**config.mk**
```make
export PLATFORM = sky130hd
export DESIGN_NAME = multiplier_seq_n_bit
export DESIGN_NICKNAME = d
export VERILOG_FILES = /design/src/rtl/mult_pkg.sv /design/src/rtl/mult_sign_conv.sv /design/src/rtl/multiplier_seq_n_bit.sv
export SDC_FILE = /design/constraint.sdc
export NUM_CORES = 1
export LEC_CHECK = 0
export ABC_AREA = 1
export BUFFER_PORTS_ARGS = -buffer_cell sky130_fd_sc_hd__clkbuf_2
export CORE_ASPECT_RATIO = 0.8
export CORE_MARGIN = 2
export CORE_UTILIZATION = 45
export DETAILED_ROUTE_END_ITERATION = 10
export GPL_ROUTABILITY_DRIVEN = 0
export PLACE_DENSITY_LB_ADDON = 0.25
export SLEW_MARGIN = 20
export SYNTH_ARGS = -nofsm -noshare
export SYNTH_HDL_FRONTEND = slang
export SYNTH_SLANG_ARGS = --single-unit
```
**constraint.sdc**
```tcl
create_clock -name clk -period 2.6 [get_ports clk]
set_input_delay 0.78 -clock clk [delete_from_list [all_inputs] [get_ports clk]]
set_output_delay 0.78 -clock clk [all_outputs]
set_load 0.02 [all_outputs]
```
**src/rtl/mult_pkg.sv**
```systemverilog
// Shared definitions for the sequential shift-add multiplier.
package mult_pkg;

    localparam int DEFAULT_WIDTH = 8;

    typedef enum logic [1:0] {
        IDLE = 2'd0,
        CALC = 2'd1,
        DONE = 2'd2
    } state_t;

endpackage

```
**src/rtl/mult_sign_conv.sv**
```systemverilog
// Conditional two's-complement negation: yields the magnitude of an operand
// or applies the sign to an unsigned result, depending on neg_en.
module mult_sign_conv #(
    parameter int W = 8
) (
    input  logic [W-1:0] val,
    input  logic         neg_en,
    output logic [W-1:0] mag
);

    // Negate when requested; the most-negative input maps onto its own bit
    // pattern, which read as unsigned is exactly the required magnitude.
    always_comb begin
        mag = val;
        if (neg_en) begin
            mag = ~val + W'(1);
        end
    end

endmodule

```
**src/rtl/multiplier_seq_n_bit.sv**
```systemverilog
// Sequential radix-2 shift-add multiplier with valid/ready handshakes.
// Signed operands are reduced to magnitudes on acceptance, multiplied
// unsigned over WIDTH cycles, and the sign is applied to the final sum.
module multiplier_seq_n_bit
    import mult_pkg::*;
#(
    parameter int WIDTH = DEFAULT_WIDTH
) (
    input  logic                 clk,
    input  logic                 rst_n,
    input  logic                 in_valid,
    output logic                 in_ready,
    input  logic [WIDTH-1:0]     num1,
    input  logic [WIDTH-1:0]     num2,
    input  logic                 signed_mode,
    output logic                 out_valid,
    input  logic                 out_ready,
    output logic [2*WIDTH-1:0]   product
);

    localparam int CNT_W = $clog2(WIDTH + 1);
    localparam int PW    = 2 * WIDTH;

    state_t             state;
    logic [CNT_W-1:0]   cnt;
    logic [PW-1:0]      mcand;
    logic [WIDTH-1:0]   mplier;
    logic [PW-1:0]      acc;
    logic               neg;

    logic [WIDTH-1:0]   mag1;
    logic [WIDTH-1:0]   mag2;
    logic [PW-1:0]      acc_next;
    logic [PW-1:0]      result;
    logic               neg1;
    logic               neg2;

    assign neg1 = signed_mode & num1[WIDTH-1];
    assign neg2 = signed_mode & num2[WIDTH-1];

    mult_sign_conv #(.W(WIDTH)) u_conv_num1 (
        .val    (num1),
        .neg_en (neg1),
        .mag    (mag1)
    );

    mult_sign_conv #(.W(WIDTH)) u_conv_num2 (
        .val    (num2),
        .neg_en (neg2),
        .mag    (mag2)
    );

    // The result conversion sees the sum including the current partial
    // product, so the final CALC edge can load product directly.
    mult_sign_conv #(.W(PW)) u_conv_result (
        .val    (acc_next),
        .neg_en (neg),
        .mag    (result)
    );

    // Accumulate the shifted multiplicand when the current multiplier bit is set.
    always_comb begin
        acc_next = acc;
        if (mplier[0]) begin
            acc_next = acc + mcand;
        end
    end

    // Handshake FSM, iteration counter and shift-add datapath.
    always_ff @(posedge clk or negedge rst_n) begin
        if (!rst_n) begin
            state     <= IDLE;
            cnt       <= '0;
            mcand     <= '0;
            mplier    <= '0;
            acc       <= '0;
            neg       <= 1'b0;
            product   <= '0;
            in_ready  <= 1'b1;
            out_valid <= 1'b0;
        end else begin
            case (state)
                IDLE: begin
                    if (in_valid && in_ready) begin
                        mcand    <= {{WIDTH{1'b0}}, mag1};
                        mplier   <= mag2;
                        acc      <= '0;
                        cnt      <= '0;
                        neg      <= neg1 ^ neg2;
                        in_ready <= 1'b0;
                        state    <= CALC;
                    end
                end
                CALC: begin
                    acc    <= acc_next;
                    mcand  <= mcand << 1;
                    mplier <= mplier >> 1;
                    cnt    <= cnt + CNT_W'(1);
                    if (cnt == CNT_W'(WIDTH - 1)) begin
                        product   <= result;
                        out_valid <= 1'b1;
                        state     <= DONE;
                    end
                end
                DONE: begin
                    // Returning to IDLE here means a new pair can only be
                    // taken on the edge after the transfer.
                    if (out_ready) begin
                        out_valid <= 1'b0;
                        in_ready  <= 1'b1;
                        state     <= IDLE;
                    end
                end
                default: begin
                    state     <= IDLE;
                    in_ready  <= 1'b1;
                    out_valid <= 1'b0;
                end
            endcase
        end
    end

endmodule

```
==> results.env <==
SYNTH_TOP_FLOP_CELL='sky130_fd_sc_hd__dfrtp_1'
KIND_OF_END_POINT_OF_THE_CRITICAL_PATH='register'
DRV.MAX_CAP_VIOLATION_COUNT=0
SYNTH_LARGEST_AREA_CELL='sky130_fd_sc_hd__dfrtp_1'
FINALHOLDVIOLCOUNT=0
FLOORPLAN.DIE_AREA_MM2=0.0106
CLOCK_PATH_BUFFERS=2
SHARE_COMB_OF_TOTAL_POWER=0.603
YS_TOP_CELLS_BY_COUNT='sky130_fd_sc_hd__nand2_1, sky130_fd_sc_hd__inv_1, sky130_fd_sc_hd__dfrtp_1'
GRT_PASS1_WL_UM=18600
TRACK_USAGE=0.220
GRT_OVERFLOW=0
FINISH.NET_COUNT=718
DIE_X_UM=114
PLACEMENT.IO_BUFFERS=38
SYNTH-WARNING-COUNT=0
PSW_mW=3.92
VIAS_PER_CELL=5.28
ROW_COUNT=32
SYNTHESIS.AREA_MM2=0.00439
PATH_CLASS='register to register'
MAX_SLEW.WORST_PIN.SLEW_NS=0.497
WORSTSKEWPAIRLATENCY_NS=0.33
DETAIL_ROUTE.DRC_VIOLATIONS=0
SYNTHMOSTINSTANTIATEDCELL='sky130_fd_sc_hd__nand2_1'
DRT-INITIAL-DRC-COUNT=304
FINAL-MAX-SLEW-VIOLATION-COUNT=0
INSERTEDDIODECOUNT=0
CHIPHEIGHT_UM=92.3
CTS_BUFFERS=9
DRIVE_ABOVE_1_SHARE=0.148
CLOCK_TREE_FROM_TRITONCTS='yes'
TRITONCTS_NUM_SINKS=65
CLK_PIN_SLEW_WORST_PATHS_NS=0.06
PERIOD_SHARE=0.960
POSTSYNTHCELLCOUNT=630
TOTALPOWERFINAL_mW=7.82
POST_SYNTH_MAIN_AREA_CONTRIBUTORS='sky130_fd_sc_hd__dfrtp_1, sky130_fd_sc_hd__nand2_1, sky130_fd_sc_hd__inv_1'
R2R_START='acc[0]'
TOTAL_LEAKAGE_POWER_nW=2.71
FINAL_PERIOD_MINUS_WORST_SETUP_SLACK_NS=2.50
VIAS=4229
SLEW-LIMIT-HEADROOM=0.669
GRT_ANTENNA_BEFORE_REPAIR=0
FILLER_CELL_COUNT=901
IO_PINS=39
HOLD_PATH.CLASS='input port to async pin'
TIMING.CRITICAL_PATH.FANOUT_MAX=5
SETUP_WS_NS=0.104
POSTSYNTH.ASYNCRESETSHARE=1.00
GRT_SETUP_UNREPAIRED='yes'
SYNTHDOMINANTCELLAREASHARE=0.365
DPL-INSTANCE-AREA_MM2=0.00474
CRITICAL-PATH-SLOWEST-CELL='sky130_fd_sc_hd__fa_2'
STDCELL_AREA_MM2=0.00513
DP_WORST_SLACK_NS=0.0748
MAX_CLOCK_FREQ_MHz=401
INTERNAL_POWER_mW=3.90
FINAL_ROUTED_WIRELENGTH_UM=10900
RUN_STATUS='completed'
POST-DP-HPWL_UM=8100
AREA_GROWTH_SYN_TO_LAYOUT_PCT=17.0
TIMING.REG2REG.SETUP_SLACK_NS=0.10
GRT_PASS1_VIAS=3959
SYNTH_SEQUENTIAL_AREA_RATIO=0.371
SHARE_CLK_OF_TOTAL_POWER=0.160
SYNTH-SEQ-CELLS=65
DESIGN.CORE.AREA_MM2=0.00957
DETAIL_ROUTE.WL_PER_CELL_UM=13.6
FINAL.SETUP_SKEW_NS=0.00795
SYNTH.AVG_CELL_AREA_UM2=6.97
PIN_COUNT_OF_THE_BIGGEST_NET_ENTERING_GLOBAL_ROUTING=66
FINAL_ANTENNA_NET_COUNT=0
SYNTHDISTINCTLIBCELLS=40
WORST_VDD_IR_V=0.000762
SYN-NUM-NETS=671
DETAIL_ROUTE.FIRST_PASS.ITERATIONS=5
FINAL_REPORT_SETUP_VIOLATION_COUNT=0
POWER_PER_CELL_AREA_mW_PER_MM2=1520
WORST_SETUP_PATH_START_KIND='register'
HOLD_BUFFER_COUNT_AT_CTS=0
CRITICAL_PATH.STARTPOINT='acc[0]'
CTS_ROOT_BUF='sky130_fd_sc_hd__clkbuf_16'
SYNTH-EDFF-COUNT=0
SW_FRAC_OF_TOTAL=0.501
WORST-ENDPOINT-ARRIVAL_NS=2.71
CTSHTREEMAXLEVEL=3
FLOORPLAN.INITIALDENSITY=0.459
CRITICAL_PATH.CELL_CHAIN='ha_2 -> fa_2 -> o21ai_2 -> buf_4 -> nand2_2 -> nor2_2 -> nand3_1 -> nor2_2 -> nand3_2 -> nor2_4 -> nand2_2 -> nand2_4 -> nand4_1 -> nand3_1 -> nand2_1'
CRIT_PATH_REQUIRED_TIME_NS=2.82
POWER_FRAC_SEQ=0.237
WORST_PATH_LARGEST_CELL_DELAY_NS=0.45
## cells by family after synthesis
| logic type | count (synthesis) | synth area share |
|---|---|---|
| compound gates | 104 | 0.139 |
| xor+xnor | 13 | 0.0277 |
| fa+ha+maj | 20 | 0.0587 |
| buf+inv | 107 | 0.0987 |
| flops | 65 | 0.371 |
| simple gates | 321 | 0.305 |
## registers in the layout, summed over array words and instances (netlist names)
register	cells
neg	1
mplier	8
out_valid	1
acc	16
in_ready	1
cnt	4
mcand	16
state	2
product	16
## per-stage QoR
stage | hold slack, ns | util | setup TNS, ns | instances
final | 0.465 | 0.537 | 0 | 801
after global routing | 0.503 | 0.537 | -0.111 | 801
after CTS | 0.473 | 0.529 | 0 | 798
after detailed placement | 0.462 | 0.496 | 0 | 782
after global placement | 0.463 | 0.496 | 0 | 782
after floorplan | 0.444 | - | 0 | 630
## per-layer routing
metal  vias up  global-route usage  wire length [um]
met5         -                   0                 0
met1      1977               0.325              5590
li1       2128                   -                 -
met4         0              0.0762               166
met2       108               0.330              4620
met3        16              0.0321               521
## power groups by stage
stage | clock, mW | combinational [mW] | sequential, mW
floorplan | 0 | 3.29 | 1.89
global placement | 0 | 4.36 | 1.84
detailed placement | 0 | 4.48 | 1.86
CTS | 1.27 | 4.53 | 1.85
global route | 1.31 | 5.32 | 1.92
finish | 1.25 | 4.71 | 1.86
## timing repair
action                     CTS  global route
setup endpoints to repair    0             8
hold endpoints to repair     0             0
resized for setup            0            17
setup buffers                0             3
## final cells by class
type | count | area [um2] | share of cell area
Clock buffer | 11 | 253 | 0.0492
Clock inverter | 5 | 62.6 | 0.0122
Inverter | 90 | 345 | 0.0673
Multi-Input combinational cell | 458 | 2380 | 0.464
Sequential cell | 65 | 1630 | 0.317
Tap cell | 119 | 149 | 0.0290
Timing Repair Buffer | 53 | 315 | 0.0614
## path summary, 6_finish.rpt
| path | end | cells after the start |
|---|---|---|
| worst max-delay path | product[15] | 15 |
| worst min-delay path | cnt[0] | 2 |
| worst max register to register | product[15] | 15 |
| worst min register to register | mplier[4] | 2 |
| max in group asynchronous | in_ready | 2 |
| min in group clk | mplier[4] | 2 |
## critical path: cells and delay by family (launching register included)
kind,cells,cell delay [ns]
AO/OA/AOI/OAI,1,0.15
adder cells (fa/ha/maj),2,0.66
buffers and inverters,1,0.14
flip-flops,1,0.38
AND/OR/NAND/NOR,11,1.06
## layout by cell type, fill, tap and decap left out, types with 5 or more instances in the layout
| master | netlist | final |
|---|---|---|
| sky130_fd_sc_hd__nand2_1 | 204 | 200 |
| sky130_fd_sc_hd__inv_1 | 87 | 86 |
| sky130_fd_sc_hd__dfrtp_1 | 64 | 64 |
| sky130_fd_sc_hd__nand3_1 | 55 | 53 |
| sky130_fd_sc_hd__o21ai_0 | 44 | 44 |
| sky130_fd_sc_hd__clkbuf_2 | 0 | 38 |
| sky130_fd_sc_hd__nor2_1 | 37 | 35 |
| sky130_fd_sc_hd__a21oi_1 | 19 | 19 |
| sky130_fd_sc_hd__o22ai_1 | 18 | 18 |
| sky130_fd_sc_hd__ha_1 | 19 | 16 |
| sky130_fd_sc_hd__buf_4 | 0 | 14 |
| sky130_fd_sc_hd__nand2_2 | 5 | 9 |
| sky130_fd_sc_hd__clkbuf_16 | 0 | 9 |
| sky130_fd_sc_hd__xor2_1 | 8 | 8 |
| sky130_fd_sc_hd__o211ai_1 | 7 | 7 |
| sky130_fd_sc_hd__nor3_1 | 5 | 5 |
Note: power is estimated with default switching activity, not from simulation.
